`src/rtl/exhaust_ctrl_multilevel.sv`:
```
// Range-hood exhaust fan controller with NUM_LEVELS fan levels.
// The top level is a timed boost that may be used once per power-on. Leaving
// boost early with the menu key enters a timed return-to-idle phase. Both
// timers count the external 1 Hz tick. Every output is registered and is
// decoded from the next state, so outputs change on the same edge as the state.
module exhaust_ctrl_multilevel #(
  parameter int NUM_LEVELS  = 3,
  parameter int LVL_W       = 2,
  parameter int BOOST_SECS  = 60,
  parameter int RETURN_SECS = 60,
  parameter int CNT_W       = 8
) (
  input  logic             clk,
  input  logic             rst,
  input  logic             tick_1hz,
  input  logic             power_on,
  input  logic             menu_key,
  input  logic             level_req,
  input  logic [LVL_W-1:0] level_sel,
  output logic [2:0]       state,
  output logic [LVL_W-1:0] level,
  output logic [CNT_W-1:0] countdown,
  output logic             countdown_active,
  output logic             busy,
  output logic             in_select,
  output logic             boost_used
);

  localparam int MAX_SECS = (BOOST_SECS > RETURN_SECS) ? BOOST_SECS : RETURN_SECS;

  // Parameters that cannot work are rejected at elaboration
  if (NUM_LEVELS < 2) begin : g_chk_levels
    $fatal(1, "NUM_LEVELS must be at least 2");
  end
  if ((64'd1 << LVL_W) <= 64'(NUM_LEVELS)) begin : g_chk_lvl_w
    $fatal(1, "LVL_W too narrow for NUM_LEVELS");
  end
  if (BOOST_SECS < 1) begin : g_chk_boost
    $fatal(1, "BOOST_SECS must be at least 1");
  end
  if (RETURN_SECS < 1) begin : g_chk_return
    $fatal(1, "RETURN_SECS must be at least 1");
  end
  if ((64'd1 << CNT_W) <= 64'(MAX_SECS)) begin : g_chk_cnt_w
    $fatal(1, "CNT_W too narrow for the longest countdown");
  end

  typedef enum logic [2:0] {
    ST_IDLE   = 3'd0,
    ST_SELECT = 3'd1,
    ST_RUN    = 3'd2,
    ST_BOOST  = 3'd3,
    ST_RETURN = 3'd4
  } state_t;

  localparam logic [LVL_W-1:0] LVL_OFF   = LVL_W'(0);
  localparam logic [LVL_W-1:0] LVL_ONE   = LVL_W'(1);
  localparam logic [LVL_W-1:0] LVL_BOOST = LVL_W'(NUM_LEVELS);
  localparam logic [LVL_W-1:0] LVL_HIGH  = LVL_W'(NUM_LEVELS - 1);
  localparam logic [CNT_W-1:0] CNT_ZERO  = CNT_W'(0);
  localparam logic [CNT_W-1:0] CNT_ONE   = CNT_W'(1);
  localparam logic [CNT_W-1:0] CNT_BOOST = CNT_W'(BOOST_SECS);
  localparam logic [CNT_W-1:0] CNT_RET   = CNT_W'(RETURN_SECS);

  state_t           state_q, state_d;
  logic [LVL_W-1:0] level_q, level_d;
  logic [CNT_W-1:0] cnt_q, cnt_d;
  logic             boost_used_q, boost_used_d;
  logic             power_q;
  logic             cact_q, busy_q, in_select_q;

  logic             power_rise;
  logic             sel_valid;
  logic             req_cont;
  logic             req_boost;
  logic             timer_expire;

  // Request qualification and power-edge detection
  always_comb begin
    power_rise   = power_on & ~power_q;
    sel_valid    = (level_sel >= LVL_ONE) && (level_sel <= LVL_BOOST);
    req_cont     = level_req & sel_valid & (level_sel != LVL_BOOST);
    req_boost    = level_req & sel_valid & (level_sel == LVL_BOOST) & ~boost_used_q;
    timer_expire = tick_1hz & (cnt_q <= CNT_ONE);
  end

  // Next-state logic; power handling takes precedence over the state machine
  always_comb begin
    state_d      = state_q;
    level_d      = level_q;
    cnt_d        = cnt_q;
    boost_used_d = boost_used_q;
    if (!power_on) begin
      state_d = ST_IDLE;
      level_d = LVL_OFF;
      cnt_d   = CNT_ZERO;
    end else if (power_rise) begin
      state_d      = ST_IDLE;
      level_d      = LVL_OFF;
      cnt_d        = CNT_ZERO;
      boost_used_d = 1'b0;
    end else begin
      case (state_q)
        ST_IDLE: begin
          if (menu_key) begin
            state_d = ST_SELECT;
          end else begin
            state_d = ST_IDLE;
          end
        end
        ST_SELECT, ST_RUN: begin
          if (menu_key) begin
            state_d = ST_IDLE;
            level_d = LVL_OFF;
          end else if (req_cont) begin
            state_d = ST_RUN;
            level_d = level_sel;
          end else if (req_boost) begin
            state_d      = ST_BOOST;
            level_d      = LVL_BOOST;
            cnt_d        = CNT_BOOST;
            boost_used_d = 1'b1;
          end else begin
            state_d = state_q;
          end
        end
        ST_BOOST: begin
          // Expiry beats a coincident menu key
          if (timer_expire) begin
            state_d = ST_RUN;
            level_d = LVL_HIGH;
            cnt_d   = CNT_ZERO;
          end else if (menu_key) begin
            state_d = ST_RETURN;
            level_d = LVL_HIGH;
            cnt_d   = CNT_RET;
          end else if (tick_1hz) begin
            cnt_d = cnt_q - CNT_ONE;
          end else begin
            cnt_d = cnt_q;
          end
        end
        ST_RETURN: begin
          if (timer_expire) begin
            state_d = ST_IDLE;
            level_d = LVL_OFF;
            cnt_d   = CNT_ZERO;
          end else if (tick_1hz) begin
            cnt_d = cnt_q - CNT_ONE;
          end else begin
            cnt_d = cnt_q;
          end
        end
        default: begin
          state_d = ST_IDLE;
          level_d = LVL_OFF;
          cnt_d   = CNT_ZERO;
        end
      endcase
    end
  end

  // State register with output flags decoded from the next state
  always_ff @(posedge clk) begin
    if (rst) begin
      state_q      <= ST_IDLE;
      level_q      <= LVL_OFF;
      cnt_q        <= CNT_ZERO;
      boost_used_q <= 1'b0;
      power_q      <= 1'b0;
      cact_q       <= 1'b0;
      busy_q       <= 1'b0;
      in_select_q  <= 1'b0;
    end else begin
      state_q      <= state_d;
      level_q      <= level_d;
      cnt_q        <= cnt_d;
      boost_used_q <= boost_used_d;
      power_q      <= power_on;
      cact_q       <= (state_d == ST_BOOST) || (state_d == ST_RETURN);
      busy_q       <= (state_d == ST_RUN) || (state_d == ST_BOOST) || (state_d == ST_RETURN);
      in_select_q  <= (state_d == ST_SELECT);
    end
  end

  assign state            = state_q;
  assign level            = level_q;
  assign countdown        = cnt_q;
  assign countdown_active = cact_q;
  assign busy             = busy_q;
  assign in_select        = in_select_q;
  assign boost_used       = boost_used_q;

endmodule

```
`config.mk`:
```
export PLATFORM = sky130hd
export DESIGN_NAME = exhaust_ctrl_multilevel
export DESIGN_NICKNAME = d
export VERILOG_FILES = /design/src/rtl/exhaust_ctrl_multilevel.sv
export SDC_FILE = /design/constraint.sdc
export NUM_CORES = 1
export LEC_CHECK = 0
export CAP_MARGIN = 20
export CORE_ASPECT_RATIO = 0.75
export CORE_MARGIN = 2
export CORE_UTILIZATION = 25
export DETAILED_ROUTE_END_ITERATION = 8
export PLACE_DENSITY_LB_ADDON = 0.15
export SETUP_SLACK_MARGIN = 0.2
export SYNTH_ARGS = -nofsm -noshare
export SYNTH_HDL_FRONTEND = slang
export SYNTH_SLANG_ARGS = --single-unit
```
`constraint.sdc`:
```
create_clock -name clk -period 2 [get_ports clk]
set_input_delay 0.6 -clock clk [delete_from_list [all_inputs] [get_ports clk]]
set_output_delay 0.6 -clock clk [all_outputs]
set_load 0.005 [all_outputs]
```
==> metrics.md, run 1 <==
| Metric | Value |
|---|---|
| Routability cong. | `around 0.81` |
| Gr usage total | `15.1%` |
| Initial antenna violation count | `0` |
| Max_slew headroom | `69.9%` |
| Mapped Area | `1130 sq um` |
| Via count | `between 1,000 and 1,500` |
| CP Data Required Time | `2.15 ns` |
| Largest cells by area after synthesis | `dfxtp_1 32%, a21oi_1 4.4%, a21o_1 3.3%` |
| Diode count | `0` |
| Seq/Total Area, Yosys | `between 30% and 40%` |
| Status | `completed` |
| Ports | `25` |
| Chip Height | `about 62 microns` |
| Critical path arrival | `~2 ns` |
| Clock transition at path regs | `~0.07 ns` |
| Hold WS | `0.476 ns` |
| Worst VDD drop | `between 0.0003 and 0.0004 V` |
| Vias in the first global route | `1,209` |
| Core area | `between 4000 and 5000 sq um` |
| Synthesis Warnings | `0` |
| DR iter-0 viols | `64` |
| First-pass GRT wire length | `between 5000 and 6000 microns` |
| Std-Cell Rows | `21` |
| TritonCTS Buffers | `3` |
| H-tree Lvls | `1` |
| Worst Tran Pin Value | `0.451 ns` |
| Synthesized instance count | `between 100 and 150` |
| Initial core utilization | `25.7%` |
| P&R area growth vs syn | `69.0%` |
| RSZ-0062 raised after global routing | `true` |
| Leakage power | `approximately 0.77 nW` |
| Ys flop type | `dfxtp_1` |
| Yosys top cell by area | `dfxtp_1` |
| Final Max Tran Viols | `0` |
| Net Count, Synth | `approximately 150` |
| EDFF count, synth | `0` |
| Final global-route overflow total | `0` |
| Final worst clock skew | `about 0.0023 ns` |
| Final nets | `roughly 200` |
| Clk buf depth | `2` |
| Power per Cell Area | `404 nW/um^2` |
| Yosys top cell area share | `around a third` |
| Die area | `around 5100 sq um` |
| CP Capture Type | `flop` |
| Synthesis-stage register bit count | `18` |
| CTS tree | `built` |
| DRC Markers | `0` |
| Placed wire-length estimate | `roughly 2600 microns` |
| Asr flop ratio synth | `0%` |
| Peak Freq | `around 540 MHz` |
| Dominant cell by count in the synthesized netlist | `dfxtp_1` |
| Die X | `~81 microns` |
| Commonest cells in the netlist | `18 x dfxtp_1, 10 x a21oi_1, 10 x nand2_1, 10 x nor2_1, 8 x inv_1` |
| Quantity of I/O buffers inserted on ports | `24` |
| Final worst-path cycle share | `between 90% and 100%` |
| Placed Area | `about 1700 sq um` |
| Worst min path class | `flop to flop` |
| Vias per std cell | `roughly 5.0` |
| Final Hold Fails | `0` |
| CP Class | `flop to flop` |
| Antenna Nets Post-Route | `0` |
| Root Buffer | `clkbuf_8` |
| Final instance area | `around 1900 sq um` |
| Detailed Route WL | `between 3000 and 4000 microns` |
| Count of cell types in the netlist | `47` |
| Share of cells above drive strength 1 | `about two fifths` |
| Post-CTS Hold Fix Bufs | `0` |
| Pin count of the biggest net entering global routing | `13` |
| Wire per inst | `between 10 and 15 microns` |
| CTS sink cnt | `18` |
| Clock latency on the worst-skew pair | `between 0.2 and 0.3 ns` |
| # Max-Cap Violations | `0` |
| Drt first pass iters | `4` |
| CP max FO | `6` |
| Crit start category | `flop` |
| Clock period minus worst slack | `around 1.9 ns` |
| Final setup vio count | `0` |
| Syn Area/Cell | `between 8 and 9 sq um` |
## logic make-up (layout without fill, tap and decap cells)
group                      after synthesis  after routing  synth area share [%]
AOI/OAI and AO/OA                       47             47                  31.4
and+or+nand+nor                         54             54                  27.2
DFF                                     18             18                  32.0
buffers and inverters                   16             70                  5.56
adders and majority gates                2              2                  2.22
xor gates and xnor gates                 2              2                  1.56
## layout make-up
type,instances,area (sq um)
Fill cell,446,2480
Multi-Input combinational cell,105,857
Timing Repair Buffer,58,512
Sequential cell,18,378
Tap cell,57,71.3
Clock buffer,4,55.1
Inverter,8,30.0
## layer usage
metal	global-route usage [%]	vias to the layer above	share of wire, %
met5	0	-	0
met4	1.48	0	0.37
met3	3.63	2	3.4
met2	22.8	21	44
met1	22.2	600	53
li1	-	629	-
## report_power, final
| part | switching [W] | internal [W] | total [W] |
|---|---|---|---|
| combinational | 0.0000483 | 0.0000543 | 0.000103 |
| clock | 0.000131 | 0.000175 | 0.000306 |
| sequential | 0.00000161 | 0.000358 | 0.000360 |
## sequential cells by signal, indices dropped and copies added, names as in the netlist
signal            cells
busy                  1
level                 2
boost_used            1
in_select             1
countdown_active      1
power_q               1
countdown             8
state                 3
## worst max-delay path, cell delays in order, from the launching register on
cell and delay [ns]:
dfxtp_2 0.35, or4b_4 0.62, nor3_2 0.27, o32ai_2 0.11
buf_4 0.16, o31a_1 0.10, a21o_1 0.15
## through the flow
stage	std cells	util (%)	setup TNS [ns]	setup slack (ns)	power (W)
5_1_grt	250	43.4	0	0.0558	0.000807
3_5_place_dp	242	37.9	-6.97	-0.602	0.000463
2_1_floorplan	139	-	-0.0168	-0.0153	0.000412
6_report	250	43.4	0	0.131	0.000769
3_3_place_gp	242	37.9	-6.83	-0.533	0.000463
4_1_cts	250	42.2	0	0.115	0.000780
## final timing paths
| check | from | endpoint | slack (ns) | cells past startpoint |
|---|---|---|---|---|
| max | countdown[7] | countdown[4] | 0.13 | 6 |
| min | level[0] | level[0] | 0.48 | 2 |
| max reg2reg | countdown[7] | countdown[4] | 0.13 | 6 |
| min reg2reg | level[0] | level[0] | 0.48 | 2 |
## repair_timing
action / in CTS / in global routing
setup endpoints to repair: 25 / 20
buffers inserted: 4 / 0
gates resized for setup: 38 / 17
pin swaps: 17 / 10
endpoints found under the hold margin: 0 / 0
## cell usage in the layout (no fill, tap or decap), types with 4 or more instances in the layout
cell / instances
buf_4: 29
clkdlybuf4s50_1: 17
dfxtp_2: 11
nor2_1: 9
inv_1: 8
a21oi_1: 8
nand2_1: 7
dfxtp_1: 6
buf_6: 6
a21o_1: 5
nor3_1: 5
clkbuf_8: 4
(Power assumes the default switching activity.)
==> run 2, diff against run 1 <==
clock period = 2.27 ns   (was 2 ns; I/O delays follow)
==> metrics.md, run 2 (synthesis results as in run 1) <==
| Metric | Value |
|---|---|
| Die area | `5060 sq um (unchanged)` |
| CTS sink cnt | `18 (unchanged)` |
| Quantity of I/O buffers inserted on ports | `24 (unchanged)` |
| P&R area growth vs syn | `55.0% (was 69.0%)` |
| Met1 WL | `1590 microns (was 1860 microns)` |
| DR iter-0 viols | `73 (was 64)` |
| Final Hold Fails | `0 (unchanged)` |
| Top routing layer in use | `met4 (unchanged)` |
| Drt first pass iters | `4 (unchanged)` |
| Peak Freq | `around 500 MHz` |
| CTS tree | `built (unchanged)` |
| Final setup vio count | `0 (unchanged)` |
| Max_slew headroom | `69.2% (was 69.9%)` |
| Clock transition at path regs | `0.07 ns (about the same)` |
| Antenna Nets Post-Route | `0 (unchanged)` |
| # Max-Cap Violations | `0 (unchanged)` |
| Ports | `25 (unchanged)` |
| Final worst clock skew | `0.00311 ns (was 0.00234 ns)` |
| Crit-path leading delay family | `buffers and inverters (was simple AND/OR/NAND/NOR gates)` |
| Diode count | `0 (unchanged)` |
| Detailed Route WL | `3200 microns (was 3540 microns)` |
| Vias per std cell | `5.09 (was 5.01)` |
| Die X | `81.5 microns (unchanged)` |
| Clock period minus worst slack | `between 1.5 and 2 ns` |
| Routability cong. | `0.819 (was 0.810)` |
| Share of cells above drive strength 1 | `26.0% (was 40.4%)` |
| Worst min path class | `flop to flop (unchanged)` |
| CP Data Required Time | `2.42 ns (was 2.15 ns)` |
| Gr usage total | `13.1% (was 15.1%)` |
| Core area | `4390 sq um (unchanged)` |
| Commonest cells after routing, fill and taps aside | `20 x clkdlybuf4s50_1, 20 x buf_4, 16 x dfxtp_1 (was 29 x buf_4, 17 x clkdlybuf4s50_1, 11 x dfxtp_2)` |
| Placed Area | `1600 sq um (was 1660 sq um)` |
| Critical Path, Cell by Cell | `clkdlybuf4s50_1, nor2b_2, nand2_2, buf_4, o31ai_2, nor2_1, nor4_1 (was or4b_4, nor3_2, o32ai_2, buf_4, o31a_1, a21o_1)` |
| Setup TNS | `0 ns (unchanged)` |
| Chip Height | `62.1 microns (unchanged)` |
| WL met2 | `1420 microns (was 1550 microns)` |
| CP peak stage delay | `0.48 ns (was 0.62 ns)` |
| DRC Markers | `0 (unchanged)` |
| Max reg flops | `8 (unchanged)` |
| Placed wire-length estimate | `2450 microns (was 2560 microns)` |
| Status | `completed (unchanged)` |
| Routed length on met3 | `178 microns (was 121 microns)` |
| Clock latency on the worst-skew pair | `0.25 ns (about the same)` |
| Final instance area | `1750 sq um (was 1900 sq um)` |
| First-pass GRT wire length | `5310 microns (was 6000 microns)` |
| Length in cells of the worst reg-to-reg path | `5 (was 6)` |
| Max stage delay cell, worst path | `clkdlybuf4s50_1 (was or4b_4)` |
| Leakage power | `0.670 nW (was 0.768 nW)` |
| Initial core utilization | `25.7% (unchanged)` |
| Power per Cell Area | `358 nW/um^2 (was 404 nW/um^2)` |
| RSZ-0062 raised after global routing | `true (unchanged)` |
| Final Max Tran Viols | `0 (unchanged)` |
| Worst VDD drop | `0.000182 V (was 0.000375 V)` |
| Final worst-path cycle share | `between 80% and 90%` |
| CP Capture Type | `flop (unchanged)` |
| Std-Cell Rows | `21 (unchanged)` |
| Wire per inst | `13.4 microns (was 14.2 microns)` |
| Clk buf depth | `2 (unchanged)` |
| CP max FO | `3 (was 6)` |
| Worst Hold Depth | `2 (unchanged)` |
| TritonCTS Buffers | `3 (unchanged)` |
| CP Class | `input port to flop (was flop to flop)` |
| Final global-route overflow total | `0 (unchanged)` |
| Stages on worst setup path | `7 (was 6)` |
| Critical path arrival | `2.13 ns (was 2.02 ns)` |
| Total power | `0.000624 W (was 0.000769 W)` |
| H-tree Lvls | `1 (unchanged)` |
| Worst Tran Pin Value | `0.462 ns (was 0.451 ns)` |
| Initial antenna violation count | `0 (unchanged)` |
| Vias in the first global route | `1,106 (was 1,209)` |
| Pin count of the biggest net entering global routing | `14 (was 13)` |
| Crit start category | `input port (was flop)` |
| WP buf/inv | `2 (was 1)` |
| Root Buffer | `clkbuf_8 (unchanged)` |
| Via count | `1,211 (was 1,252)` |
| Final nets | `193 (was 204)` |
==> run 2: cell types whose count changed in the layout (fill, tap and decap cells not counted), sizes merged <==
cell,change
buf,-12
clkbuf,-1
clkdlybuf4s50,+3
dlygate4sd2,-2
==> run 2: timing repair <==
| action | CTS | global route |
|---|---|---|
| endpoints found under the setup margin | 16 | 8 |
| pin swaps | 5 | 7 |
| setup buffers | 1 | 0 |
| hold buffers | 0 | 0 |
| gates resized for setup | 11 | 15 |
==> run 2: cell type report <==
| type | count | area (sq um) |
|---|---|---|
| clock buffers | 3 | 41.3 |
| multi-input cells | 105 | 817 |
| flip-flops and latches | 18 | 363 |
| well taps | 57 | 71.3 |
| inverters | 8 | 30.0 |
| fillers | 422 | 2640 |
| repair buffers | 47 | 423 |
==> run 2: where the power goes <==
part	internal [W]	switching [W]
clock network	0.000118	0.000103
logic	0.0000450	0.0000395
registers	0.000317	0.00000182
==> run 2: metrics by stage <==
| stage | worst slack (ns) | cells | utilization [%] | hold WS, ns |
|---|---|---|---|---|
| 2_1_floorplan | 0.173 | 139 | - | 0.453 |
| 3_3_place_gp | -0.333 | 234 | 36.4 | 0.469 |
| 3_5_place_dp | -0.408 | 234 | 36.4 | 0.474 |
| 4_1_cts | 0.187 | 238 | 38.6 | 0.484 |
| 5_1_grt | 0.202 | 238 | 39.8 | 0.513 |
| 6_report | 0.288 | 238 | 39.8 | 0.470 |
==> run 2: layer usage <==
| layer | global-route usage, % | vias to the layer above |
|---|---|---|
| met5 | 0 | - |
| met4 | 1.91 | 0 |
| met3 | 3.05 | 5 |
| met2 | 19.8 | 35 |
| met1 | 19.2 | 565 |
| li1 | - | 606 |
==> run 2: path summary, 6_finish.rpt <==
kind                                    from            to  slack [ns]
worst max-delay path               level_req     in_select        0.29
worst min-delay path                level[0]      level[0]        0.47
worst max register to register  countdown[3]  countdown[2]        0.30
worst min register to register      level[0]      level[0]        0.47
==> run 2: worst min-delay path: cells and delay by family (launching register included) <==
family / cells / cell delay [ns]
flops: 1 / 0.32
simple gates: 1 / 0.05
compound gates: 1 / 0.05
==> run 3, diff against run 2 <==
CTS_CLUSTER_SIZE = 28   (was unset)
==> results of run 3 <==
No change in the layout: final DEF, timing and power equal those of run 2.
